==> src/rtl/cpu_pkg.sv <==
// Shared encodings for the multi-cycle CPU control path: opcodes, ALU
// operations, FSM states and instruction field positions.
package cpu_pkg;

    // Instruction opcodes
    localparam logic [7:0] OP_LOADI = 8'h00;
    localparam logic [7:0] OP_MOV   = 8'h01;
    localparam logic [7:0] OP_ADD   = 8'h02;
    localparam logic [7:0] OP_SUB   = 8'h03;
    localparam logic [7:0] OP_AND   = 8'h04;
    localparam logic [7:0] OP_OR    = 8'h05;
    localparam logic [7:0] OP_J     = 8'h06;
    localparam logic [7:0] OP_BEQ   = 8'h07;
    localparam logic [7:0] OP_LWD   = 8'h08;
    localparam logic [7:0] OP_LWI   = 8'h09;
    localparam logic [7:0] OP_SWD   = 8'h0A;
    localparam logic [7:0] OP_SWI   = 8'h0B;

    // ALU operation select
    localparam logic [2:0] ALU_FWD = 3'b000;
    localparam logic [2:0] ALU_ADD = 3'b001;
    localparam logic [2:0] ALU_AND = 3'b010;
    localparam logic [2:0] ALU_OR  = 3'b011;

    // Instruction field positions
    localparam int unsigned OPCODE_MSB = 32'd31;
    localparam int unsigned OFFSET_LSB = 32'd16;

    // Control FSM states
    typedef enum logic [0:0] {
        RUN      = 1'b0,
        MEM_WAIT = 1'b1
    } state_e;

endpackage

==> src/rtl/cpu_control_fsm_pc_next_calc.sv <==
// Sequential-PC and branch-target adder. Offsets are signed word counts,
// so they are sign-extended and scaled by 4 before being added to PC+4.
// All arithmetic wraps modulo 2^PC_W.
module pc_next_calc #(
    parameter int PC_W     = 32,
    parameter int OFFSET_W = 8
) (
    input  logic [PC_W-1:0]     pc,
    input  logic [OFFSET_W-1:0] offset,
    output logic [PC_W-1:0]     pc_plus4,
    output logic [PC_W-1:0]     branch_target
);

    logic [PC_W-1:0] offset_sext_s;
    logic [PC_W-1:0] offset_bytes_s;

    assign offset_sext_s  = {{(PC_W-OFFSET_W){offset[OFFSET_W-1]}}, offset};
    assign offset_bytes_s = offset_sext_s << 2'd2;
    assign pc_plus4       = pc + PC_W'(3'd4);
    assign branch_target  = pc_plus4 + offset_bytes_s;

endmodule

==> src/rtl/cpu_control_fsm.sv <==
// Multi-cycle CPU control path: owns the PC, decodes opcodes into datapath
// controls, and parks in MEM_WAIT while data memory signals BUSYWAIT.
module cpu_control_fsm
    import cpu_pkg::*;
#(
    parameter int PC_W     = 32,
    parameter int OPCODE_W = 8,
    parameter int OFFSET_W = 8
) (
    input  logic            CLK,
    input  logic            RESET,
    input  logic [31:0]     INSTRUCTION,
    input  logic            ZERO,
    input  logic            BUSYWAIT,
    output logic [PC_W-1:0] PC,
    output logic [2:0]      ALUOP,
    output logic            WRITEENABLE,
    output logic            COMPLEMENT_FLAG,
    output logic            IMMEDIATE_FLAG,
    output logic            MEM_READ,
    output logic            MEM_WRITE,
    output logic            REG_SRC_MEM,
    output logic            ILLEGAL
);

    state_e              state_r, state_next_s;
    logic [PC_W-1:0]     pc_r, pc_next_s, pc_plus4_s, branch_target_s;
    logic                illegal_r, illegal_set_s;
    logic                mem_is_load_r, mem_imm_r;
    logic                mem_latch_s, latch_load_s, latch_imm_s;
    logic [OPCODE_W-1:0] opcode_s;
    logic [OFFSET_W-1:0] offset_s;
    logic [2:0]          aluop_s;
    logic                we_s, comp_s, imm_s, mem_read_s, mem_write_s, reg_src_mem_s;
    logic                unused_s;

    assign opcode_s = INSTRUCTION[OPCODE_MSB -: OPCODE_W];
    assign offset_s = INSTRUCTION[OFFSET_LSB +: OFFSET_W];
    // Register-index / immediate fields belong to the datapath, not control.
    assign unused_s = ^INSTRUCTION[OFFSET_LSB-1:0];

    pc_next_calc #(
        .PC_W     (PC_W),
        .OFFSET_W (OFFSET_W)
    ) u_pc_next_calc (
        .pc            (pc_r),
        .offset        (offset_s),
        .pc_plus4      (pc_plus4_s),
        .branch_target (branch_target_s)
    );

    // Decode and next-state: controls default to 0 and stay 0 under RESET.
    always_comb begin
        aluop_s       = ALU_FWD;
        we_s          = 1'b0;
        comp_s        = 1'b0;
        imm_s         = 1'b0;
        mem_read_s    = 1'b0;
        mem_write_s   = 1'b0;
        reg_src_mem_s = 1'b0;
        state_next_s  = state_r;
        pc_next_s     = pc_plus4_s;
        illegal_set_s = 1'b0;
        mem_latch_s   = 1'b0;
        latch_load_s  = 1'b0;
        latch_imm_s   = 1'b0;
        if (RESET) begin
            state_next_s = RUN;
            pc_next_s    = {PC_W{1'b0}};
        end else begin
            case (state_r)
                RUN: begin
                    case (opcode_s)
                        OPCODE_W'(OP_LOADI): begin
                            imm_s = 1'b1;
                            we_s  = 1'b1;
                        end
                        OPCODE_W'(OP_MOV): begin
                            we_s = 1'b1;
                        end
                        OPCODE_W'(OP_ADD): begin
                            aluop_s = ALU_ADD;
                            we_s    = 1'b1;
                        end
                        OPCODE_W'(OP_SUB): begin
                            aluop_s = ALU_ADD;
                            comp_s  = 1'b1;
                            we_s    = 1'b1;
                        end
                        OPCODE_W'(OP_AND): begin
                            aluop_s = ALU_AND;
                            we_s    = 1'b1;
                        end
                        OPCODE_W'(OP_OR): begin
                            aluop_s = ALU_OR;
                            we_s    = 1'b1;
                        end
                        OPCODE_W'(OP_J): begin
                            pc_next_s = branch_target_s;
                        end
                        OPCODE_W'(OP_BEQ): begin
                            aluop_s = ALU_ADD;
                            comp_s  = 1'b1;
                            if (ZERO) begin
                                pc_next_s = branch_target_s;
                            end else begin
                                pc_next_s = pc_plus4_s;
                            end
                        end
                        OPCODE_W'(OP_LWD), OPCODE_W'(OP_LWI): begin
                            imm_s        = (opcode_s == OPCODE_W'(OP_LWI));
                            mem_read_s   = 1'b1;
                            pc_next_s    = pc_r;
                            state_next_s = MEM_WAIT;
                            mem_latch_s  = 1'b1;
                            latch_load_s = 1'b1;
                            latch_imm_s  = imm_s;
                        end
                        OPCODE_W'(OP_SWD), OPCODE_W'(OP_SWI): begin
                            imm_s        = (opcode_s == OPCODE_W'(OP_SWI));
                            mem_write_s  = 1'b1;
                            pc_next_s    = pc_r;
                            state_next_s = MEM_WAIT;
                            mem_latch_s  = 1'b1;
                            latch_load_s = 1'b0;
                            latch_imm_s  = imm_s;
                        end
                        default: begin
                            illegal_set_s = 1'b1;
                        end
                    endcase
                end
                MEM_WAIT: begin
                    // Hold the request and address settings captured on entry.
                    imm_s       = mem_imm_r;
                    mem_read_s  = mem_is_load_r;
                    mem_write_s = ~mem_is_load_r;
                    if (BUSYWAIT) begin
                        pc_next_s = pc_r;
                    end else begin
                        we_s          = mem_is_load_r;
                        reg_src_mem_s = mem_is_load_r;
                        pc_next_s     = pc_plus4_s;
                        state_next_s  = RUN;
                    end
                end
                default: begin
                    state_next_s = RUN;
                end
            endcase
        end
    end

    // State, PC, sticky illegal flag and memory-op class registers.
    always_ff @(posedge CLK) begin
        if (RESET) begin
            state_r       <= RUN;
            pc_r          <= {PC_W{1'b0}};
            illegal_r     <= 1'b0;
            mem_is_load_r <= 1'b0;
            mem_imm_r     <= 1'b0;
        end else begin
            state_r <= state_next_s;
            pc_r    <= pc_next_s;
            if (illegal_set_s) begin
                illegal_r <= 1'b1;
            end
            if (mem_latch_s) begin
                mem_is_load_r <= latch_load_s;
                mem_imm_r     <= latch_imm_s;
            end
        end
    end

    assign PC              = pc_r;
    assign ALUOP           = aluop_s;
    assign WRITEENABLE     = we_s;
    assign COMPLEMENT_FLAG = comp_s;
    assign IMMEDIATE_FLAG  = imm_s;
    assign MEM_READ        = mem_read_s;
    assign MEM_WRITE       = mem_write_s;
    assign REG_SRC_MEM     = reg_src_mem_s;
    assign ILLEGAL         = illegal_r;

endmodule

==> config.mk <==
export PLATFORM = sky130hd
export DESIGN_NAME = cpu_control_fsm
export DESIGN_NICKNAME = d
export VERILOG_FILES = /design/src/rtl/cpu_pkg.sv /design/src/rtl/cpu_control_fsm_pc_next_calc.sv /design/src/rtl/cpu_control_fsm.sv
export SDC_FILE = /design/constraint.sdc
export NUM_CORES = 1
export LEC_CHECK = 0
export ABC_CLOCK_PERIOD_IN_PS = 6600
export CAP_MARGIN = 20
export CORE_MARGIN = 2
export CORE_UTILIZATION = 50
export CTS_BUF_LIST = sky130_fd_sc_hd__clkbuf_2 sky130_fd_sc_hd__clkbuf_4 sky130_fd_sc_hd__clkbuf_8
export DETAILED_ROUTE_END_ITERATION = 16
export GPL_TIMING_DRIVEN = 0
export PLACE_DENSITY = 0.82
export RECOVER_POWER = 100
export SLEW_MARGIN = 20
export SYNTH_ARGS = -nofsm -noshare
export SYNTH_HDL_FRONTEND = slang
export SYNTH_SLANG_ARGS = --single-unit
==> constraint.sdc <==
create_clock -name CLK -period 6.6 [get_ports CLK]
set_clock_uncertainty 0.2 [all_clocks]
set_input_delay 1.32 -clock CLK [delete_from_list [all_inputs] [get_ports CLK]]
set_output_delay 1.32 -clock CLK [all_outputs]
set_load 0.02 [all_outputs]
==> results.sh <==
export IMPL_crit_fanout=7
export IMPL_max_cap_violations=1
export IMPL_worstMarginPinSlew_ns=1.49
export IMPL_drt_met1_wl_mm=5.12
export IMPL_synthArstFlopShare_pct=0
export IMPL_report_final_slew_viol_count=0
export IMPL_ctsHoldBuffers=0
export IMPL_period_share_pct=88.0
export IMPL_cp_start_kind="input port"
export IMPL_cp_slowest_cell="nor4b_1"
export IMPL_post_cts_setup_buffer_count=0
export IMPL_fillers=677
export IMPL_yosysTopAreaCell="dfxtp_1"
export IMPL_cts_tree="yes"
export IMPL_critPathKind="in2out"
export IMPL_drt_iter0_drc=395
export IMPL_viasPerCell=6.20
export IMPL_power_density_mw_per_mm2=121
export IMPL_status="finished with violations"
export IMPL_p_int_mw=0.389
export IMPL_worstPathRequired_ns=5.08
export IMPL_grt_use_total_pct=28.7
export IMPL_htree_levels=2
export IMPL_die_y_microns=91.2
export IMPL_worst_setup_path_end_kind="primary output"
export IMPL_crit_buf_inv=2
export IMPL_synth_cell_types=61
export IMPL_layout_min_cycle_time_ns=5.81
export IMPL_cts_buffers=5
export IMPL_synth_area_leaders="dfxtp_1 18%, ha_1 12%, xnor2_1 8.1%, a21oi_1 6.2%, nand2_1 5.5%"
export IMPL_ir_drop_mv=0.0666
export IMPL_cp_depth=6
export IMPL_synth_edf_count=0
export IMPL_slowest_delay_ns=1.00
export IMPL_yosysWarnings=0
export IMPL_grt_pass1_wl_mm=19.6
export IMPL_power_switching_mw=0.171
export IMPL_worstHoldStart="ILLEGAL"
export IMPL_violations="capacitance limit"
export IMPL_insertion_delay_ns=0.30
export IMPL_ys_flop_type="dfxtp_1"
export IMPL_netSwitchingFraction_pct=30.6
export IMPL_power_share_clock_pct=36.9
export IMPL_first_global_vias=3994
export IMPL_die_area_sq_mm=0.00832
export IMPL_synth_cells=524
export IMPL_layout_commonest_cell="nand2_1"
export IMPL_rrSetupSlack_ns=1.55
export IMPL_path_cells="clkdlybuf4s50_1 -> or4_1 -> nor4b_1 -> nand2b_1 -> a21oi_1 -> dlygate4sd3_1"
export IMPL_num_antenna_cells=0
export IMPL_hold_depth=2
export IMPL_hold_end="ILLEGAL"
export IMPL_final_cell_mix="56 x nand2_1, 48 x nor2_1, 47 x a21oi_1"
export IMPL_antenna_found_initial=0
export IMPL_syn_area_sq_mm=0.00380
export IMPL_wl_per_cell_microns=17.5
export IMPL_crit_arrival_ns=4.29
export IMPL_seqPwrFrac_pct=38.7
export IMPL_coreArea_sq_mm=0.00729
export IMPL_highest_layer="met4"
export IMPL_vias=4278
export IMPL_grt_max_degree=28
export IMPL_finalSetupViolations=0
export IMPL_cts_sinks=34
export IMPL_max_freq_mhz=172
export IMPL_critical_path_top_delay_family="simple AND/OR/NAND/NOR gates"
export IMPL_grt_remaining_overflow=0
export IMPL_drtPass1Iterations=5
export IMPL_rsz0062_at_grt="no"
export IMPL_post_dp_hpwl_mm=8.92
export IMPL_io_buffer_count=58
export IMPL_drc=0
export IMPL_routed_wl_met3_microns=999
export IMPL_min_delay_path_class="reg2reg"
export IMPL_rows=31
export IMPL_syn_area_per_cell_sq_um=7.26
export IMPL_clk_pin_slew_ns=0.08
export IMPL_yosys_area_top_type_share_pct=17.9
export IMPL_io_pins=78
export IMPL_drive_gt1_share_pct=3.21
export IMPL_nNetsFinal=663
export IMPL_tns_ns=0
export IMPL_hold_viol=0
export IMPL_die_width_microns=91.2
export IMPL_post_route_util_pct=63.2
export IMPL_seq_area_frac_synth_pct=17.9
export IMPL_reg2reg_from="PC[4]"
export IMPL_hold_worst_slack_ns=0.278
export IMPL_ant_nets=0
export IMPL_cts_resized=0
export IMPL_met2_length_mm=5.57
export IMPL_pwr_share_comb_pct=24.3
export IMPL_initial_utilization_pct=52.2
export IMPL_area_delta_synth_final_pct=21.2
export IMPL_root_buffer="clkbuf_8"
export IMPL_relSlewSlack_pct=0.829
export IMPL_synth_seq_cells=34
export IMPL_place_gp_congestion=0.975
export IMPL_p_leak_nw=2.04
export IMPL_worstRegToRegCells=14
export IMPL_drt_total_wl_mm=12.1
export IMPL_rr_endpoint="PC[31]"
export IMPL_cts_buffer_depth=2
-- worst max path at each step --
stage | start | to | slack [ns]
floorplan | INSTRUCTION[29] | MEM_READ | 2.24
global placement | INSTRUCTION[23] | PC[31] | 0.84
detailed placement | INSTRUCTION[23] | PC[31] | 0.78
CTS | INSTRUCTION[23] | PC[31] | 1.08
global route | INSTRUCTION[29] | MEM_READ | 0.64
finish | INSTRUCTION[29] | MEM_READ | 0.79
-- metal layers --
metal | global-route usage, % | vias to the layer above
met5 | 0 | -
met4 | 10.7 | 0
met3 | 3.73 | 32
met2 | 46.7 | 204
met1 | 38.7 | 1999
li1 | - | 2043
-- tightest hold or removal path, stage by stage (launching register included) --
cell and delay [ns]:
dfxtp_1 0.33, nor2_1 0.04, nor2_1 0.07
-- layout make-up --
cell class                 count  area (sq um)  area share, %
inverter                      17          63.8           1.38
multi-input combinational    447          2930           63.5
timing repair buffer          58           574           12.5
tap                           99           124           2.69
buffer                        28           126           2.74
clock inverter                 1          30.0          0.652
sequential                    34           681           14.8
clock buffer                   6          82.6           1.79
-- state kept, by name, indices dropped and copies added, names as in the netlist --
signal	cells
ILLEGAL	1
mem_is_load_r	1
state_r	1
mem_imm_r	1
PC	30
-- logic make-up after synthesis --
family	after synthesis	share of synthesized area (%)
AO/OA/AOI/OAI	156	26.4
XOR/XNOR	50	11.5
adder cells (fa/ha/maj)	36	12.0
buffers and inverters	45	5.00
flip-flops	34	17.9
multiplexers	4	1.09
other	1	0.0986
AND/OR/NAND/NOR	198	26.0
-- through the flow --
| step | setup slack [ns] | std cells | total power, mW | instance area, sq um |
|---|---|---|---|---|
| CTS | 1.08 | 690 | 0.559 | 4630 |
| detailed placement | 0.782 | 683 | 0.358 | 4520 |
| global placement | 0.841 | 683 | 0.353 | 4520 |
| finish | 0.789 | 690 | 0.560 | 4610 |
| floorplan | 2.24 | 526 | 0.309 | 3810 |
| global route | 0.640 | 690 | 0.583 | 4610 |
-- power by group through the flow --
stage / logic (mW) / registers [mW] / clock network, mW
2_1_floorplan: 0.0840 / 0.225 / 0
3_3_place_gp: 0.132 / 0.221 / 0
3_5_place_dp: 0.136 / 0.222 / 0
4_1_cts: 0.137 / 0.217 / 0.205
5_1_grt: 0.148 / 0.218 / 0.216
6_report: 0.136 / 0.217 / 0.207
-- synthesized netlist by cell type, types with 3 or more instances --
master / count
a31oi_1: 8
xor2_1: 15
o31ai_1: 3
a21o_1: 13
nor2b_1: 6
xnor2_1: 35
nand2_1: 56
buf_4: 5
o22ai_1: 4
o21ai_0: 26
nand4_1: 5
nor3_1: 11
o21ai_1: 4
nor2_1: 48
o21a_1: 5
a311oi_1: 9
mux2i_1: 3
and4_1: 5
nand2b_1: 4
o21bai_1: 3
a22oi_1: 5
or3_1: 5
nand3_1: 23
and2_1: 5
a211oi_1: 8
a221oi_1: 4
ha_1: 35
and3_1: 13
clkbuf_1: 19
dfxtp_1: 34
a21oi_1: 47
o211ai_1: 3
inv_1: 17
nor4_1: 4
Note: power is estimated with default switching activity, not from simulation.
